==> config.mk <==
export PLATFORM = sky130hd
export DESIGN_NAME = axis_frame_len_8
export DESIGN_NICKNAME = d
export VERILOG_FILES = /design/src/rtl/axis_pkg.sv /design/src/rtl/axis_skid_reg.sv /design/src/rtl/axis_frame_len_8.sv
export SDC_FILE = /design/constraint.sdc
export NUM_CORES = 1
export LEC_CHECK = 0
export BUFFER_PORTS_ARGS = -buffer_cell sky130_fd_sc_hd__buf_2
export CAP_MARGIN = 20
export CORE_UTILIZATION = 24
export CTS_CLUSTER_DIAMETER = 150
export DETAILED_ROUTE_END_ITERATION = 8
export HOLD_SLACK_MARGIN = 0.05
export REMOVE_ABC_BUFFERS = 1
export SLEW_MARGIN = 5
export SYNTH_ARGS = -nofsm -noshare
export SYNTH_HDL_FRONTEND = slang
export SYNTH_SLANG_ARGS = --single-unit
export TNS_END_PERCENT = 10
==> constraint.sdc <==
create_clock -name clk -period 6.5 [get_ports clk]
set_input_delay 0.65 -clock clk [delete_from_list [all_inputs] [get_ports clk]]
set_output_delay 0.65 -clock clk [all_outputs]
set_load 0.01 [all_outputs]
==> src/rtl/axis_pkg.sv <==
// ============================================================================
// Module   : axis_pkg
// Brief    : Shared AXI-Stream constants and the frame status word layout.
// Revision : 1.0 - initial release
// ============================================================================
`default_nettype none

package axis_pkg;

  localparam int AXIS_BYTE_W = 8;
  localparam int AXIS_LEN_W  = 16;

  // Status word layout {oversize, error, frame_len}; downstream status FIFOs store it as is.
  typedef struct packed {
    logic                  oversize;
    logic                  error;
    logic [AXIS_LEN_W-1:0] frame_len;
  } axis_status_t;

  localparam int AXIS_STATUS_W = AXIS_LEN_W + 2;

endpackage

`default_nettype wire

==> src/rtl/axis_skid_reg.sv <==
// ============================================================================
// Module   : axis_skid_reg
// Brief    : Two-entry (main + temp) registered skid buffer, one cycle latency.
// Revision : 1.0 - initial release
// ============================================================================
`default_nettype none

module axis_skid_reg #(
  parameter int WIDTH = 8
) (
  input  logic             clk,
  input  logic             rst,
  input  logic [WIDTH-1:0] i_in_data,
  input  logic             i_in_valid,
  output logic             o_in_ready,
  output logic [WIDTH-1:0] o_out_data,
  output logic             o_out_valid,
  input  logic             i_out_ready
);

  logic [WIDTH-1:0] r_main_data;
  logic             r_main_valid;
  logic [WIDTH-1:0] r_temp_data;
  logic             r_temp_valid;
  logic             r_ready;
  logic             w_ready_early;

  // Ready next cycle if the temp slot is free now and cannot fill this cycle.
  assign w_ready_early = i_out_ready || (!r_temp_valid && (!r_main_valid || !i_in_valid));

  always_ff @(posedge clk or posedge rst) begin
    if (rst) begin
      r_ready      <= 1'b1;
      r_main_data  <= '0;
      r_main_valid <= 1'b0;
      r_temp_data  <= '0;
      r_temp_valid <= 1'b0;
    end else begin
      r_ready <= w_ready_early;
      if (r_ready) begin
        if (i_out_ready || !r_main_valid) begin
          r_main_data  <= i_in_data;
          r_main_valid <= i_in_valid;
        end else begin
          r_temp_data  <= i_in_data;
          r_temp_valid <= i_in_valid;
        end
      end else if (i_out_ready) begin
        r_main_data  <= r_temp_data;
        r_main_valid <= r_temp_valid;
        r_temp_valid <= 1'b0;
      end
    end
  end

  assign o_in_ready  = r_ready;
  assign o_out_data  = r_main_data;
  assign o_out_valid = r_main_valid;

endmodule

`default_nettype wire

==> src/rtl/axis_frame_len_8.sv <==
// ============================================================================
// Module   : axis_frame_len_8
// Brief    : 8-bit AXIS pass-through with per-frame byte count status port.
//            Optional oversize check enabled by AXIS_FRAME_LEN_MAXCHK_EN.
// Revision : 1.0 - initial release
// ============================================================================
`default_nettype none

module axis_frame_len_8
  import axis_pkg::*;
#(
  parameter int DATA_WIDTH = AXIS_BYTE_W,
  parameter int LEN_WIDTH  = AXIS_LEN_W,
  parameter int MAX_LEN    = 1518
) (
  input  logic                  clk,
  input  logic                  rst,
  input  logic [DATA_WIDTH-1:0] input_axis_tdata,
  input  logic                  input_axis_tkeep,
  input  logic                  input_axis_tvalid,
  output logic                  input_axis_tready,
  input  logic                  input_axis_tlast,
  input  logic                  input_axis_tuser,
  output logic [DATA_WIDTH-1:0] output_axis_tdata,
  output logic                  output_axis_tkeep,
  output logic                  output_axis_tvalid,
  input  logic                  output_axis_tready,
  output logic                  output_axis_tlast,
  output logic                  output_axis_tuser,
  output logic                  status_valid,
  input  logic                  status_ready,
  output logic [LEN_WIDTH-1:0]  status_frame_len,
  output logic                  status_error,
  output logic                  status_oversize,
  output logic                  status_dropped
);

  localparam int                   c_SKID_W  = DATA_WIDTH + 3;
  localparam int                   c_STAT_W  = LEN_WIDTH + 2;
  localparam logic [LEN_WIDTH-1:0] c_LEN_SAT = '1;

  logic                 w_in_acc;
  logic [LEN_WIDTH-1:0] w_len;
  logic                 w_oversize;
  logic                 w_tuser_in;
  logic [c_SKID_W-1:0]  w_skid_in;
  logic [c_SKID_W-1:0]  w_skid_out;

  logic [LEN_WIDTH-1:0] r_count;
  logic                 r_status_valid;
  logic [c_STAT_W-1:0]  r_status_word;
  logic                 r_status_dropped;

  if (MAX_LEN < 0) begin : g_max_len_negative
  end

  assign w_in_acc = input_axis_tvalid && input_axis_tready;
  assign w_len    = (r_count == c_LEN_SAT) ? r_count : r_count + LEN_WIDTH'(input_axis_tkeep);

`ifdef AXIS_FRAME_LEN_MAXCHK_EN
  assign w_oversize = (32'(w_len) > MAX_LEN);
  // Flag the tlast beat of an oversize frame on the forwarded stream too.
  assign w_tuser_in = input_axis_tuser || (input_axis_tlast && w_oversize);
`else
  assign w_oversize = 1'b0;
  assign w_tuser_in = input_axis_tuser;
`endif

  assign w_skid_in = {input_axis_tdata, input_axis_tkeep, input_axis_tlast, w_tuser_in};

  axis_skid_reg #(
    .WIDTH (c_SKID_W)
  ) u_skid (
    .clk         (clk),
    .rst         (rst),
    .i_in_data   (w_skid_in),
    .i_in_valid  (input_axis_tvalid),
    .o_in_ready  (input_axis_tready),
    .o_out_data  (w_skid_out),
    .o_out_valid (output_axis_tvalid),
    .i_out_ready (output_axis_tready)
  );

  assign {output_axis_tdata, output_axis_tkeep, output_axis_tlast, output_axis_tuser} = w_skid_out;

  always_ff @(posedge clk or posedge rst) begin
    if (rst) begin
      r_count <= '0;
    end else if (w_in_acc) begin
      r_count <= input_axis_tlast ? '0 : w_len;
    end
  end

  // A frame ending while the held word is still unread loses the new word.
  always_ff @(posedge clk or posedge rst) begin
    if (rst) begin
      r_status_valid   <= 1'b0;
      r_status_word    <= '0;
      r_status_dropped <= 1'b0;
    end else if (w_in_acc && input_axis_tlast) begin
      if (!r_status_valid || status_ready) begin
        r_status_valid <= 1'b1;
        r_status_word  <= {w_oversize, input_axis_tuser, w_len};
      end else begin
        r_status_dropped <= 1'b1;
      end
    end else if (r_status_valid && status_ready) begin
      r_status_valid <= 1'b0;
    end
  end

  assign status_valid     = r_status_valid;
  assign status_oversize  = r_status_word[c_STAT_W-1];
  assign status_error     = r_status_word[c_STAT_W-2];
  assign status_frame_len = r_status_word[LEN_WIDTH-1:0];
  assign status_dropped   = r_status_dropped;

endmodule

`default_nettype wire

### Word level (Yosys, flattened, before mapping)

Index checks and enable logic that the tools add are counted.

* flip-flop bits (word level): 60
* output and inout bits: 33
* logic and storage cells: 50

* $add $sub $neg: 1
* equal/unequal tests: 4
* muxes and demuxes: 14
* bitwise logic cells: 2
* reduce and logical (&&, ||, !) cells: 20

Operators by type and width (count)
* 11-bit 2-to-1 mux: 3
* 16-bit 2-to-1 mux: 2
* 16-bit by 1-bit adder with 16-bit output: 1
* 16-bit == test, second input constant: 1
* 2-bit AND reduction: 6
* 1-bit 2-to-1 mux: 9
* 1-bit logical AND: 4
* 1-bit logical NOT: 4
* 1-bit logical OR: 4
* 2-bit inequality test, second input constant: 2
* 2-bit nonzero test: 2
* 2-bit by 1-bit inequality test with 1-bit output, second input constant: 1
* 1-bit inverter: 2

### Logic depth before layout (Yosys ltp)

* depth in word-level cells: 4
* depth in mapped cells: 7
* gate-level depth less buffers: 6

### Cells and area by module

Synthesis repeated with hierarchy kept, for this count alone.

* cells, all modules: 288
* area, all modules: 3037.9 µm²

By module, submodules not included
* axis_frame_len_8: instances 1, cells an instance 199, area each 1885.6 µm², sequential area each 875.8 µm²
* axis_skid_reg: instances 1, cells an instance 89, area each 1152.4 µm², sequential area each 626.9 µm²

### Worst setup path after synthesis

No wires, ideal clock.

* path kind: input port to flip-flop
* start: input port input_axis_tkeep
* end: register r_count[14]
* setup time: 0.126 ns
* data arrival time: 2.191 ns
* data required time: 6.374 ns
* path slack: 4.183 ns
* stages on the path: 7
* cells stage by stage: ha_1 ha_1 nand3_1 or4_1 buf_2 o311a_1 a221o_1

* longest elaborated chain between the ends: 3

RTL lines
* start: declaration: RTL line axis_frame_len_8.sv:19 `input logic input_axis_tkeep,`
* 16-bit by 1-bit adder with 16-bit output: RTL line axis_frame_len_8.sv:58 `assign w_len = (r_count == c_LEN_SAT) ? r_count : r_count + LEN_WIDTH'(input_axis_tkeep);`
* 16-bit 2-to-1 mux: RTL line axis_frame_len_8.sv:58
* 16-bit 2-to-1 mux: RTL line axis_frame_len_8.sv:90 `r_count <= input_axis_tlast ? '0 : w_len;`
* end signal: assignment: RTL line axis_frame_len_8.sv:90
* end: declaration: RTL line axis_frame_len_8.sv:49 `logic [LEN_WIDTH-1:0] r_count;`

No other way between the ends.
A chain may end at the register's enable or synchronous reset.

### Final worst setup path

Same ends and word-level chain as after synthesis.

==> reports/results.txt <==
status - completed
cell count after synthesis - 317
crit path kind - in -> reg
Yosys reg bits - 60
placed cells - 509
final period utilization - 0.352
Post-synth EDFFs - 0
clock latency on the worst-skew pair - 330 ps
First-pass DRT Iterations - 5
num ports - 49
Crit path depth - 7
DRC errors left - 0
global-route wire length before repair - 12500 µm
max incr delay on CP - 580 ps
Pint - 0.889 mW
# nets final - 370
hold path start - u_skid.o_out_data[6]
dpl hpwl - 5010 µm
# rows - 40
Yosys Warn Count - 0
startpoint types - input port
Worst Skew - 5.26 ps
required time worst endpoint - 6710 ps
setup TNS - 0 ps
worst vdd ir - 115 µV
CP endpoint kind - register
Setup crit start - input_axis_tkeep
GRT Overall Usage - 0.122
Final Hold Fails - 0
crit path DAT - 2500 ps
leakage power - 1.66 nW
DR WL/cell - 14.1 µm
H-tree lvl count - 3
antenna cells - 0
CTS tree - done
Psw - 0.377 mW
Num CTS Buffers - 9
WL final - 7400 µm
area growth from synthesis to layout - 21.5%
total grt overflow - 0
mapped cell area - 0.00306 mm²
vias in the first global route - 2520
fin. max-slew vios - 0
slew margin rel. - 0.476
initial antenna violation count - 0
slowest stage cell, crit path - or4_1
# setup viols final - 0
Die X-Extent - 115 µm
IO buf count - 47
Comb pwr share - 0.198
top_reg_cell synth - dfrtp_1
vias per cell - 4.86
WHS Path Cells - 2
Slew @ Worst Pin - 786 ps
share of cells above drive strength 1 - 0.232
flop2flop setup slack - 4240 ps
Yosys cell types - 40
part of the power in registers - 0.431
Iter 0 DRT Violations - 176
die area - 0.0132 mm²
Top delay family on crit path - simple AND/OR/NAND/NOR gates
die height - 115 µm
crit-path max FO - 8
placeable core area - 0.0122 mm²
initial core utilization - 0.251
Hold WC Path Type - reg -> reg
Root Driver - clkbuf_16
Switching Share - 0.298
FMAX - 437 MHz
worst reg2reg startpoint - r_count[0]
largest net degree at the start of global routing - 61
sequential element share of the synthesized area - 0.491
Filler Cell Count - 1307
Post-CTS Setup Repair Bufs - 0
post-route non-filler standard cell count - 525
gp weighted congestion - 0.832
hold_buf cts - 0
clock network power share - 0.372
Post-DRT Antenna Nets - 0
crit path cell chain - buf_2, ha_1, ha_1, nand3_1, or4_1, o311a_1, a221o_1
async set-reset flop share out of synthesis - 1.00
# resized after CTS - 0
CTS Sinks - 60
Clock Path Buffers - 2
WP buf/inv - 1
Vias - 2553
Reg clk slew, reported paths - 50 ps
fin crit period - 2290 ps
power per standard cell area - 341 mW/mm²
RSZ-0062 raised after global routing - false
Critical Path Most Common Cell - ha_1
Max Cap Violations - 0
syn_area_per_cell - 9.65 µm²
cell depth of the worst flop-to-flop path - 6
## path summary, 6_finish.rpt
kind                                   endpoint
setup reg to reg                    r_count[14]
min in group asynchronous    u_skid.o_out_valid
hold / removal             u_skid.o_out_data[6]
max in group asynchronous            r_count[1]
setup / recovery                    r_count[14]
hold reg to reg            u_skid.o_out_data[6]
## layout make-up
type | instances | area (µm²) | area share
clock buffer | 12 | 246 | 0.0663
clock inverter | 4 | 48.8 | 0.0131
timing repair buffer | 51 | 265 | 0.0714
tap | 168 | 210 | 0.0565
sequential | 60 | 1500 | 0.404
multi-input combinational | 225 | 1430 | 0.383
inverter | 5 | 18.8 | 0.00505
## cells by family (layout without fill, tap and decap cells)
logic type | count (synthesis) | after routing | share of synthesized area
muxes | 22 | 22 | 0.0765
adders and majority gates | 2 | 2 | 0.00818
AOI/OAI and AO/OA | 69 | 69 | 0.155
DFF | 60 | 60 | 0.491
buffers and inverters | 32 | 72 | 0.0433
other | 1 | 1 | 0.00123
and+or+nand+nor | 131 | 131 | 0.225
## cell usage after synthesis (all sizes together), types with 5 or more instances
cell / number / area share
o21ai: 24 / 0.039
buf: 9 / 0.015
or3: 9 / 0.018
o211ai: 5 / 0.012
nand2: 39 / 0.048
nor3: 10 / 0.016
a221o: 7 / 0.023
nand4: 7 / 0.019
mux2i: 11 / 0.036
dfrtp: 59 / 0.48
nand3: 13 / 0.021
mux2: 11 / 0.040
a31oi: 12 / 0.025
and4: 5 / 0.014
inv: 5 / 0.0061
or4: 13 / 0.032
clkbuf: 18 / 0.022
nor2: 21 / 0.026
## per-stage QoR
| step | area, µm² | utilization | hold slack [ps] | power [mW] | setup slack [ps] |
|---|---|---|---|---|---|
| after floorplan | 2950 | - | 479 | 0.692 | 4180 |
| after CTS | 3720 | 0.304 | 478 | 1.28 | 4230 |
| after detailed placement | 3420 | 0.280 | 466 | 0.810 | 3890 |
| final | 3720 | 0.304 | 472 | 1.27 | 4210 |
| after global placement | 3420 | 0.280 | 448 | 0.799 | 3960 |
| after global routing | 3720 | 0.304 | 508 | 1.35 | 4090 |
## flip-flops by register name (all words and copies together), names as in the netlist
| signal | cells |
|---|---|
| status_valid | 1 |
| u_skid.r_temp_valid | 1 |
| u_skid.o_out_valid | 1 |
| r_status_word | 17 |
| status_dropped | 1 |
| u_skid.r_temp_data | 11 |
| u_skid.o_out_data | 11 |
| r_count | 16 |
| u_skid.o_in_ready | 1 |
## metal layers
layer  global-route usage  routed length [µm]  share of wire  up-vias
met3               0.0401                 416          0.056        9
met1                0.147                3330           0.45     1257
met4               0.0571                 139          0.019        0
li1                     -                   -              -     1245
met2                0.198                3520           0.48       42
met5                    0                   0              0        -
## worst min-delay path, stage by stage (launching register included)
cell     delay, ps
dfrtp_1        330
nand2_1         40
o21ai_0         60
## power groups by stage
stage | logic [mW] | clock network [mW] | registers (mW)
4_1_cts | 0.259 | 0.480 | 0.546
6_report | 0.251 | 0.471 | 0.545
3_3_place_gp | 0.252 | 0 | 0.547
5_1_grt | 0.284 | 0.499 | 0.563
3_5_place_dp | 0.257 | 0 | 0.552
2_1_floorplan | 0.127 | 0 | 0.565
## layout by cell type (no fill, tap or decap), types with 10 or more instances in the layout
cell type	synthesis	layout
o21ai_0	24	24
or4_1	13	13
mux2_2	11	11
nand2_1	39	39
buf_2	7	47
mux2i_1	11	11
dfrtp_1	59	59
a31oi_1	12	12
nor3_1	10	10
nor2_1	21	21
nand3_1	13	13
Power figures use the tool's default switching activity.
